## config.mk

```make
export PLATFORM = sky130hd
export DESIGN_NAME = fetch_queue_stage_flat
export DESIGN_NICKNAME = d
export VERILOG_FILES = /design/src/rtl/fetch_queue_stage_if.sv /design/src/rtl/fetch_queue_stage.sv /design/src/flat_wrapper.sv
export SDC_FILE = /design/constraint.sdc
export NUM_CORES = 1
export LEC_CHECK = 0
export CORE_MARGIN = 2
export CORE_UTILIZATION = 45
export CTS_BUF_LIST = sky130_fd_sc_hd__clkbuf_8
export CTS_CLUSTER_SIZE = 14
export DETAILED_ROUTE_END_ITERATION = 7
export PLACE_DENSITY = 0.77
export SYNTH_ARGS = -nofsm -noshare
export SYNTH_HDL_FRONTEND = slang
export SYNTH_SLANG_ARGS = --single-unit
```

## constraint.sdc

```tcl
create_clock -name CLK -period 13.1 [get_ports CLK]
set_clock_uncertainty 0.15 [all_clocks]
set_input_delay 2.62 -clock CLK [delete_from_list [all_inputs] [get_ports CLK]]
set_output_delay 2.62 -clock CLK [all_outputs]
set_load 0.02 [all_outputs]
```

## src/rtl/fetch_queue_stage_if.sv

```systemverilog
// rtl/fetch_queue_stage_if.sv - icache, IF/ID and perf signal bundle of the fetch stage
interface fetch_queue_stage_if;
  logic        ihit;
  logic [31:0] imemload;
  logic        imemREN;
  logic [31:0] imemaddr;
  logic        ppEN;
  logic        bubble;
  logic        redirect;
  logic [31:0] redirect_pc;
  logic        halt;
  logic [31:0] imemload_IFID;
  logic [31:0] PC4_IFID;
  logic        ifidKill;
  logic [31:0] perf_fetch_cnt;
  logic [31:0] perf_stall_cnt;

  modport master (
    input  ihit, imemload, ppEN, bubble, redirect, redirect_pc, halt,
    output imemREN, imemaddr, imemload_IFID, PC4_IFID, ifidKill,
           perf_fetch_cnt, perf_stall_cnt
  );

  modport slave (
    output ihit, imemload, ppEN, bubble, redirect, redirect_pc, halt,
    input  imemREN, imemaddr, imemload_IFID, PC4_IFID, ifidKill,
           perf_fetch_cnt, perf_stall_cnt
  );
endinterface

```

## src/rtl/fetch_queue_stage.sv

```systemverilog
// rtl/fetch_queue_stage.sv - PC, icache request and prefetch queue feeding the IF/ID latch
// Optional fetch/stall performance counters are built only when FETCH_PERF_EN is defined.
module fetch_queue_stage #(
  parameter logic [31:0] PC_INIT = 32'h00000000,
  parameter int          QDEPTH  = 2
) (
  input logic                 CLK,
  input logic                 nRST,
  fetch_queue_stage_if.master fq
);
  localparam int PW = $clog2(QDEPTH);
  localparam int CW = PW + 1;

  localparam logic [1:0] FETCH   = 2'd0;
  localparam logic [1:0] RESTART = 2'd1;
  localparam logic [1:0] HALTED  = 2'd2;

  logic [1:0]    state;
  logic [31:0]   pc;
  logic [CW-1:0] count;
  logic [PW-1:0] rd_ptr;
  logic [PW-1:0] wr_ptr;
  logic [31:0]   q_instr [QDEPTH];
  logic [31:0]   q_pc4   [QDEPTH];

  logic empty;
  logic pop;
  logic ren;
  logic push;

  assign empty = (count == '0);
  assign pop   = fq.ppEN & ~fq.bubble & ~empty & ~fq.redirect & (state != HALTED);
  // Gated by nRST so the icache sees no request while reset is held.
  assign ren   = nRST & (state == FETCH) & ~fq.redirect & ~fq.halt &
                 ((count < CW'(QDEPTH)) | pop);
  assign push  = ren & fq.ihit;

  assign fq.imemREN       = ren;
  assign fq.imemaddr      = pc;
  assign fq.imemload_IFID = empty ? 32'h0 : q_instr[rd_ptr];
  assign fq.PC4_IFID      = empty ? 32'haaaaaaaa : q_pc4[rd_ptr];
  assign fq.ifidKill      = fq.redirect | empty | (state == HALTED);

  always_ff @(posedge CLK or negedge nRST) begin
    if (!nRST) begin
      state  <= FETCH;
      pc     <= PC_INIT;
      count  <= '0;
      rd_ptr <= '0;
      wr_ptr <= '0;
    end else if (fq.halt) begin
      state  <= HALTED;
      count  <= '0;
      rd_ptr <= '0;
      wr_ptr <= '0;
    end else if (state != HALTED) begin
      if (fq.redirect) begin
        state  <= RESTART;
        pc     <= fq.redirect_pc;
        count  <= '0;
        rd_ptr <= '0;
        wr_ptr <= '0;
      end else begin
        state <= FETCH;
        if (push) begin
          pc     <= pc + 32'd4;
          wr_ptr <= wr_ptr + PW'(1);
        end
        if (pop) begin
          rd_ptr <= rd_ptr + PW'(1);
        end
        count <= count + CW'(push) - CW'(pop);
      end
    end
  end

  // Entry storage needs no reset: count gates every read.
  always_ff @(posedge CLK) begin
    if (push) begin
      q_instr[wr_ptr] <= fq.imemload;
      q_pc4[wr_ptr]   <= pc + 32'd4;
    end
  end

`ifdef FETCH_PERF_EN
  logic [31:0] fetch_cnt;
  logic [31:0] stall_cnt;

  always_ff @(posedge CLK or negedge nRST) begin
    if (!nRST) begin
      fetch_cnt <= '0;
      stall_cnt <= '0;
    end else begin
      if (push && (fetch_cnt != 32'hFFFFFFFF)) begin
        fetch_cnt <= fetch_cnt + 32'd1;
      end
      if (ren && !fq.ihit && (stall_cnt != 32'hFFFFFFFF)) begin
        stall_cnt <= stall_cnt + 32'd1;
      end
    end
  end

  assign fq.perf_fetch_cnt = fetch_cnt;
  assign fq.perf_stall_cnt = stall_cnt;
`else
  assign fq.perf_fetch_cnt = 32'h0;
  assign fq.perf_stall_cnt = 32'h0;
`endif
endmodule
```

## src/flat_wrapper.sv

```systemverilog
// flat-port wrapper written by rule: the top's interface ports become plain ports
module fetch_queue_stage_flat 
#(
  parameter logic [31:0] PC_INIT = 32'h00000000,
  parameter int          QDEPTH  = 2
)
  (CLK, nRST, fq_ihit, fq_imemload, fq_ppEN, fq_bubble, fq_redirect, fq_redirect_pc, fq_halt, fq_imemREN, fq_imemaddr, fq_imemload_IFID, fq_PC4_IFID, fq_ifidKill, fq_perf_fetch_cnt, fq_perf_stall_cnt);
  fetch_queue_stage_if fq_i ();
  input logic CLK;
  input logic nRST;
  input wire logic [$bits(fq_i.ihit)-1:0] fq_ihit;
  input wire logic [$bits(fq_i.imemload)-1:0] fq_imemload;
  input wire logic [$bits(fq_i.ppEN)-1:0] fq_ppEN;
  input wire logic [$bits(fq_i.bubble)-1:0] fq_bubble;
  input wire logic [$bits(fq_i.redirect)-1:0] fq_redirect;
  input wire logic [$bits(fq_i.redirect_pc)-1:0] fq_redirect_pc;
  input wire logic [$bits(fq_i.halt)-1:0] fq_halt;
  output wire logic [$bits(fq_i.imemREN)-1:0] fq_imemREN;
  output wire logic [$bits(fq_i.imemaddr)-1:0] fq_imemaddr;
  output wire logic [$bits(fq_i.imemload_IFID)-1:0] fq_imemload_IFID;
  output wire logic [$bits(fq_i.PC4_IFID)-1:0] fq_PC4_IFID;
  output wire logic [$bits(fq_i.ifidKill)-1:0] fq_ifidKill;
  output wire logic [$bits(fq_i.perf_fetch_cnt)-1:0] fq_perf_fetch_cnt;
  output wire logic [$bits(fq_i.perf_stall_cnt)-1:0] fq_perf_stall_cnt;
  assign fq_i.ihit = fq_ihit;
  assign fq_i.imemload = fq_imemload;
  assign fq_i.ppEN = fq_ppEN;
  assign fq_i.bubble = fq_bubble;
  assign fq_i.redirect = fq_redirect;
  assign fq_i.redirect_pc = fq_redirect_pc;
  assign fq_i.halt = fq_halt;
  assign fq_imemREN = fq_i.imemREN;
  assign fq_imemaddr = fq_i.imemaddr;
  assign fq_imemload_IFID = fq_i.imemload_IFID;
  assign fq_PC4_IFID = fq_i.PC4_IFID;
  assign fq_ifidKill = fq_i.ifidKill;
  assign fq_perf_fetch_cnt = fq_i.perf_fetch_cnt;
  assign fq_perf_stall_cnt = fq_i.perf_stall_cnt;
  fetch_queue_stage #(.PC_INIT(PC_INIT), .QDEPTH(QDEPTH)) u_core (.CLK(CLK), .nRST(nRST), .fq(fq_i));
endmodule
```

==> impl_metrics.ini <==
[status]
status = finished clean

[yosys]
synth_common_cells = 128 x edfxtp_1, 78 x nor2_1, 70 x mux2i_1
yosys_warnings = 0
synth_top_family_by_area = simple AND/OR/NAND/NOR gates
synth-compound-area-share_pct = 7.36
yosys_most_used_dff = edfxtp_1
syn_area_um2 = 7990
ys_seq_elements = 166
ys_top_cells_by_area = edfxtp_1 48%, dfrtp_1 12%, mux2i_1 8.8%, buf_4 6.2%, nor2_1 3.7%
postSynthCellCount = 663
netlist.area_leader.share_pct = 48.1
synth_adder_area_share_pct = 0.470
yosysTopAreaCell = edfxtp_1
synthMuxAreaShare_pct = 8.77
yosys.area_share.simple_pct = 11.1
synthArstFlopShare_pct = 22.9
ys_types = 53
synth_edf_count = 128
yosys.cell_count.top_type = edfxtp_1
syn-mean-instance-area_um2 = 12.0
synthXorXnorAreaFrac_pct = 3.29
seq_area_frac_synth_pct = 60.0

[power_and_ir_drop]
peakVddDrop_mv = 0.0645
p_sw_share_pct = 28.2
power_frac_comb_pct = 11.6
pwr_density_cell_nw_per_um2 = 109
p_switching_mw = 0.308
p_int_mw = 0.785
p_total_mw = 1.09
pwr-share-clk_pct = 32.8
seqPwrFrac_pct = 55.7
p_leak_nw = 3.50

[global_routing]
grt_max_degree = 65
grt_pass1_wl_mm = 26.7
grtUsageTotal_pct = 18.6
grt_overflow = 0
first_global_vias = 5216
antenna_found_initial = 0

[final_layout]
nFillCells = 1466
nNetsFinal = 890
diodes = 0
multi_input_comb_area_um2 = 2740
drive_above_1_share_pct = 6.63
regArea_um2 = 4800
fin_cells = 1054
final_area_um2 = 9980
synthToLayoutAreaGrowth_pct = 24.9

[routing]
wl_mm = 17.0
ant_nets = 0
via_count = 5390
drt_iter0_markers = 332
drt-vias-per-instance = 5.11
avgRoutedWirePerCell_um = 16.1
drc_errors = 0
firstDrtPassIters = 5

[placed_design]
dp_cells = 1022
place_ws_ns = 5.43
placed_cell_area_um2 = 9590
portBuffers = 168
dp_hpwl_mm = 11.4
gp_congestion = 0.834

[worst_setup_path]
max_stage_delay_ns = 0.68
startpoint_type = primary input
reg2reg_from = u_core.state[1]
cp-endpoint = fq_imemREN
worstPathMaxFanout = 39
cpMaxStageDelayCell = buf_2
cp.arrival_ns = 4.88
crit_chain = buf_2 -> or4b_4 -> a211oi_1 -> clkdlybuf4s50_1
required_ns = 10.33
cp-startpoint = nRST
reg2reg_to = u_core.fq.imemaddr[19]
endpoint_kind = output port
reg2reg_slack_ns = 9.77
crit_type = in -> out
ff2ff_path_depth = 5

[sta]
relSlewSlack_pct = 17.4
tns_ns = 0
min_period_over_period_pct = 58.4
finalMaxSlewViolations = 0
worst_slack_ns = 5.45
min_period_ns = 7.65
worst_pin_slew_ns = 1.24
setup_viol = 0
hold_viol_final = 0
rsz0062_at_grt = no
fmax_mhz = 131

[die]
die_area_um2 = 18800
die_x_um = 137
start_util_pct = 46.2
core_area_um2 = 17300
ioPinCount = 233
rows = 48
dieHeight_um = 137

[clock_tree]
clkSlewWorstSetupHoldPaths_ns = 0.10
root_buffer = clkbuf_8
cts_resized = 0
clockBufferDepth = 2
cts_tree = yes
clk_latency_ns = 0.46
clock_sinks = 166
cts_hold_buf = 0
numCtsBuffers = 17
cts_setup_buffers = 0
h-tree-depth = 4

[hold_path]
hp-start = u_core.fq.imemaddr[0]
holdPathStages = 0
hp-class = reg -> reg

[job]
maxCapViolCount = 0
cell families after synthesis:
kind of cell / Yosys count
other: 1
AND/OR/NAND/NOR: 189
buffers and inverters: 116
adder cells (fa/ha/maj): 3
flip-flops: 166
multiplexers: 70
AO/OA/AOI/OAI: 88
XOR/XNOR: 30
per-layer routing:
layer  global-route usage, %  share of wire (%)
met1                    24.1                 42
met2                    30.6                 49
met3                    4.27                7.3
met4                    6.93                1.8
met5                       0                  0
state kept, by name, summed over array words and instances, names as in the netlist:
name / count
u_core.q_instr: 64
u_core.q_pc4: 64
u_core.fq.imemaddr: 32
u_core.count: 2
u_core.state: 2
u_core.rd_ptr: 1
u_core.wr_ptr: 1
cells in the final DEF, fill, tap and decap left out, types with 4 or more instances in the layout:
cell and count:
o22ai_1 5, a31oi_1 5, a21oi_1 23, nand2_1 44, or2_2 4, nand2b_1 6, o22a_1 4, nor3_1 13
xor2_1 12, inv_8 6, nand3_1 11, buf_4 6, nor2_1 76, a22oi_1 4, nand4_1 10, xnor2_1 18
edfxtp_1 128, clkdlybuf4s50_1 167, o21ai_0 25, o21a_1 4, mux2i_1 70, inv_1 13, conb_1 64, and3_1 6
dfrtp_1 37, clkbuf_8 17
layout make-up:
cell class,count,share of cell area [%]
clock buffer,17,2.34
inverter,13,0.489
timing repair buffer,174,17.3
tap,225,2.82
sequential,166,48.1
clock inverter,15,1.57
multi-input combinational,444,27.4
worst max-delay path: cells and delay by family:
family          cells  cell delay (ns)
compound gates      1             0.30
simple gates        1             0.58
buf+inv             2             1.35
worst min-delay path by stage:
| stage | slack, ns | end |
|---|---|---|
| 3_3_place_gp | 0.35 | u_core.q_pc4[0][1] |
| 6_report | 0.36 | u_core.q_pc4[1][0] |
| 3_5_place_dp | 0.35 | u_core.q_pc4[0][1] |
| 4_1_cts | 0.37 | u_core.q_pc4[1][1] |
| 5_1_grt | 0.38 | u_core.q_pc4[0][1] |
| 2_1_floorplan | 0.37 | u_core.count[0] |
power groups by stage:
stage	Combinational, mW	Clock (mW)	Sequential (mW)
6_report	0.126	0.358	0.608
5_1_grt	0.137	0.389	0.611
4_1_cts	0.126	0.367	0.608
3_5_place_dp	0.125	0	0.619
3_3_place_gp	0.123	0	0.619
2_1_floorplan	0.0711	0	0.625
per-stage QoR:
stage	utilization (%)	hold WS, ns
floorplan	-	0.365
global placement	55.4	0.352
detailed placement	55.4	0.348
CTS	57.7	0.372
global route	57.7	0.380
finish	57.7	0.365
(Power assumes the default switching activity.)
==> patch 1, RTL diff (same settings) <==
Build with the macro `FETCH_PERF_EN` defined.
--- a/src/rtl/fetch_queue_stage.sv
+++ b/src/rtl/fetch_queue_stage.sv
@@ -2,2 +2,4 @@
 // Optional fetch/stall performance counters are built only when FETCH_PERF_EN is defined.
+`define FETCH_PERF_EN
+
 module fetch_queue_stage #(
Function: changed (a bounded check fails within 4 cycles, from zero or initial values and one cycle with nRST low).
==> patch 1 against the unedited design <==
  * Sequential cell count up 64
  * Routed wire length is 58% higher
  * Largest cell class unchanged
  * Critical endpoint is now fq_ifidKill
  * Non-clock buffer count up 67
  * Via count grew 46%
  * Area after synthesis is 33% higher
  * Worst setup slack better by 0.013 ns
  * Cell area rose by 40%
  * Total power up 49%
  * First-iteration DRC count increased by 37%
==> patch 1: results (changes against the unedited design) <==
status=finished clean (unchanged); Clk. pwr=0.610 mW (was 0.358 mW); xor/xnor share of the synthesized area=7.52% (was 3.29%); vias in the first global route=7789 (was 5216); Tot GR Track Use=21.6% (was 18.6%); Async SR Flop Fraction=44.3% (was 22.9%); Post-Synth Adder-Cell Area=0.590% (was 0.470%); Slew headroom=34.9% (was 17.4%); final WL=26.9 mm (was 17.0 mm); total die area=0.0248 mm2 (was 0.0188 mm2); initial DRC count=456 (was 332); Max stage delay on crit path=0.65 ns (was 0.68 ns); Placed Cells=1403 (was 1022); initial antenna violation count=1 (was 0); # H-tree levels=2 (was 4); Leak=5.22 nW (was 3.50 nW); synth cell count leaders=128 x edfxtp_1, 102 x dfrtp_1, 85 x nor2_1 (was 128 x edfxtp_1, 78 x nor2_1, 70 x mux2i_1); Cells after Synth=889 (was 663); CTS buffer count=40 (was 17); GPL Wtd Cong=0.840 (was 0.834); Int Pwr=1.22 mW (was 0.785 mW); IO Port Bufs=232 (was 168); nets@finish=1202 (was 890); clk buf depth=3 (was 2); post-layout total power=1.63 mW (was 1.09 mW); vias per cell=5.33 (was 5.11); Distinct cells, synth=62 (was 53); post-synthesis mux area share=7.22% (was 8.77%); main area contributors after synthesis=edfxtp_1 36%, dfrtp_1 24%, mux2i_1 6.8%, xor2_1 4.1%, xnor2_1 3.4% (was edfxtp_1 48%, dfrtp_1 12%, mux2i_1 8.8%, buf_4 6.2%, nor2_1 3.7%); crit path max-delay cell type=clkdlybuf4s50_1 (was buf_2); CP max FO=42 (was 39); clk_lat worst skew=0.52 ns (was 0.46 ns)
patch 1: cell types whose count changed in the layout (fill, tap and decap cells not counted), moves of 18 or more:
cell | unedited run | this run
nand3_1 | 11 | 42
clkdlybuf4s50_1 | 167 | 231
clkbuf_8 | 17 | 48
nor3_1 | 13 | 35
inv_1 | 13 | 45
nor4_1 | 3 | 21
conb_1 | 64 | 0
xor2_1 | 12 | 50
nand4_1 | 10 | 31
xnor2_1 | 18 | 41
dfrtp_1 | 37 | 101
patch 1: final cells by class:
class | instances | area, um2
Inverter | 26 | 97.6
Fill cell | 1886 | 9360
Tap cell | 319 | 399
Sequential cell | 230 | 6400
Timing Repair Buffer | 241 | 2390
Clock inverter | 24 | 93.8
Antenna cell | 1 | 2.50
Clock buffer | 48 | 661
Multi-Input combinational cell | 587 | 3930
patch 1: path summary, 6_finish.rpt:
check	start	end	slack, ns	cells past startpoint
setup / recovery	fq_redirect	fq_ifidKill	5.47	5
hold / removal	u_core.fq.perf_stall_cnt[19]	u_core.fq.perf_stall_cnt[19]	0.34	1
setup reg to reg	u_core.state[1]	u_core.count[1]	9.59	10
hold reg to reg	u_core.fq.perf_stall_cnt[19]	u_core.fq.perf_stall_cnt[19]	0.34	1
max in group asynchronous	nRST	u_core.rd_ptr	9.56	2
min in group asynchronous	nRST	u_core.fq.perf_stall_cnt[12]	1.97	1
patch 1: cells by family after synthesis:
logic type | Yosys count
buffers and inverters | 72
and+or+nand+nor | 347
xor gates and xnor gates | 91
AOI/OAI and AO/OA | 68
DFF | 230
adders and majority gates | 5
muxes | 76
patch 1: metal layers:
metal | vias up | global-route usage (%) | wire length (um)
met5 | - | 0 | 0
met4 | 0 | 6.75 | 598
met3 | 51 | 5.67 | 2180
met2 | 294 | 35.4 | 12800
met1 | 3797 | 28.0 | 11400
li1 | 3725 | - | -
==> patch 2, RTL diff (same settings) <==
Without the edit above. `QDEPTH` is set to 2 in 2 places; all go to 4.
--- a/src/rtl/fetch_queue_stage.sv
+++ b/src/rtl/fetch_queue_stage.sv
@@ -4,3 +4,3 @@
   parameter logic [31:0] PC_INIT = 32'h00000000,
-  parameter int          QDEPTH  = 2
+  parameter int          QDEPTH  = 4
 ) (
--- a/src/flat_wrapper.sv
+++ b/src/flat_wrapper.sv
@@ -4,3 +4,3 @@
   parameter logic [31:0] PC_INIT = 32'h00000000,
-  parameter int          QDEPTH  = 2
+  parameter int          QDEPTH  = 4
 )
Formal check against the unedited RTL: not equivalent (Yosys sat finds a counterexample within 4 cycles, from zero or initial values and one cycle with nRST low).
==> patch 2 against the unedited design <==
  * Register-to-register slack better by 0.08 ns
  * Worst setup slack improved by 0.23 ns
  * Sequential cell count increased by 131
  * Via count increased by 41%
  * Cell area grew 58%
  * Area after synthesis is 64% higher
  * Total power up 86%
  * Routed wire length rose by 67%
  * Critical path type unchanged
  * Largest power group unchanged
  * Highest routed layer unchanged
==> patch 2: results (changes against the unedited design) <==
Placed Cells=1342 (was 1022); Yosys warning count=0 (unchanged); crit path max-delay cell type=clkdlybuf4s50_1 (was buf_2); Tot GR Track Use=18.7% (was 18.6%); initial DRC count=623 (was 332); layout cells sized above 1=15.4% (was 6.63%); GPL Wtd Cong=0.861 (was 0.834); # H-tree levels=2 (was 4); drt wl/cell=19.8 um (was 16.1 um); Worst Hold Depth=0 (unchanged); Synth Area in Compound Gates=4.41% (was 7.36%); initial antenna violation count=0 (unchanged); Setup Fix Bufs, Post-CTS=0 (unchanged); ant diodes=0 (unchanged); register area share after synthesis=66.6% (was 60.0%); first-pass GRT wire length=43.7 mm (was 26.7 mm); IO Port Bufs=168 (unchanged); clk_lat worst skew=0.57 ns (was 0.46 ns); CP delay by family, top=buffers and inverters (unchanged); Slew headroom=30.2% (was 17.4%); largest net degree at the start of global routing=65 (unchanged); Async SR Flop Fraction=13.8% (was 22.9%); vias per cell=5.29 (was 5.11); Leak=5.27 nW (was 3.50 nW); drt first pass iters=5 (unchanged); Distinct cells, synth=55 (was 53); xor/xnor share of the synthesized area=1.94% (was 3.29%); CP max FO=35 (was 39); via count=7589 (was 5390); Post-Synth Adder-Cell Area=0.823% (was 0.470%); vias in the first global route=7634 (was 5216); clk buf depth=3 (was 2); Post-synth EDFFs=256 (was 128); fill count=2290 (was 1466); post-synthesis mux area share=11.3% (was 8.77%); Max VDD drop=0.0733 mV (was 0.0645 mV); synth cell count leaders=256 x edfxtp_1, 67 x buf_4, 64 x mux4_2 (was 128 x edfxtp_1, 78 x nor2_1, 70 x mux2i_1); CTS root buffer=clkbuf_8 (unchanged); CTS buffer count=49 (was 17); main area contributors after synthesis=edfxtp_1 59%, mux4_2 11%, dfrtp_1 7.8%, buf_4 3.8%, nor2b_1 2.3% (was edfxtp_1 48%, dfrtp_1 12%, mux2i_1 8.8%, buf_4 6.2%, nor2_1 3.7%); Worst Hold Class=reg -> reg (unchanged); FF-to-FF path depth=4 (was 5); Antenna Nets Post-Route=0 (unchanged); DP Wirelength=17.4 mm (was 11.4 mm); syn_area_per_cell=15.7 um2 (was 12.0 um2); nets@finish=1088 (was 890); post-cts resize count=0 (unchanged); Max stage delay on crit path=0.69 ns; WP data arrival=4.64 ns (was 4.88 ns); status=finished clean (unchanged); clk slew on worst S/H paths=0.06 ns (was 0.10 ns)
[patch 2: changes by cell type in the layout (fill, tap and decap cells not counted), moves of 9 or more]
cell / unedited run / this run
mux2i_1: 70 / 3
clkinv_1: 0 / 12
clkbuf_8: 17 / 54
nor2b_1: 1 / 49
nand2_1: 44 / 33
nor2_1: 76 / 31
o21ai_0: 25 / 16
inv_1: 13 / 30
mux4_2: 0 / 64
or2_2: 4 / 17
edfxtp_1: 128 / 256
[patch 2: power breakdown]
part	total, mW	internal (mW)	switching [mW]
logic	0.180	0.0734	0.107
clock network	0.750	0.398	0.351
registers	1.10	1.06	0.0372
[patch 2: worst register-to-register path: stages (launching register included)]
cell and delay (ns):
dfrtp_1 0.44, nand3b_1 0.18, a2111o_1 0.68, clkinv_2 0.43, and2_4 0.91
[patch 2: kinds of logic (layout without fill, tap and decap cells)]
| group | Yosys count | in the layout |
|---|---|---|
| compound gates | 88 | 88 |
| xor+xnor | 29 | 29 |
| fa+ha+maj | 8 | 8 |
| buf+inv | 123 | 279 |
| flops | 297 | 297 |
| mux | 67 | 67 |
| other cells | 1 | 64 |
| simple gates | 218 | 218 |
[patch 2: final timing paths]
| check | end | startpoint | slack [ns] |
|---|---|---|---|
| max | fq_imemREN | fq_redirect | 5.69 |
| min | u_core.q_pc4[1][0] | u_core.fq.imemaddr[0] | 0.43 |
| max reg2reg | u_core.q_instr[2][17] | u_core.state[0] | 9.85 |
| min reg2reg | u_core.q_pc4[1][0] | u_core.fq.imemaddr[0] | 0.43 |
| max in group asynchronous | u_core.rd_ptr[0] | nRST | 10.27 |
| min in group asynchronous | u_core.fq.imemaddr[7] | nRST | 1.99 |
[patch 2: cell type report]
| class | count | share of cell area (%) |
|---|---|---|
| clock buffers | 54 | 4.72 |
| well taps | 384 | 3.05 |
| repair buffers | 174 | 10.9 |
| inverters | 13 | 0.318 |
| clock inverters | 38 | 1.16 |
| flip-flops and latches | 297 | 55.3 |
| multi-input cells | 474 | 24.5 |
[patch 2: routing by layer]
layer,track usage [%],up-vias,share of wire [%]
met3,3.94,29,7.4
met4,4.80,0,1.4
li1,-,3421,-
met2,30.7,300,50
met5,0,-,0
met1,25.6,3839,42
[patch 2: per-stage QoR]
stage	setup slack [ns]	area (um2)	hold WS (ns)
3_5_place_dp	5.71	14800	0.413
5_1_grt	5.57	15800	0.455
4_1_cts	5.68	15800	0.424
3_3_place_gp	5.67	14800	0.389
6_report	5.69	15800	0.430
2_1_floorplan	6.22	13300	0.352
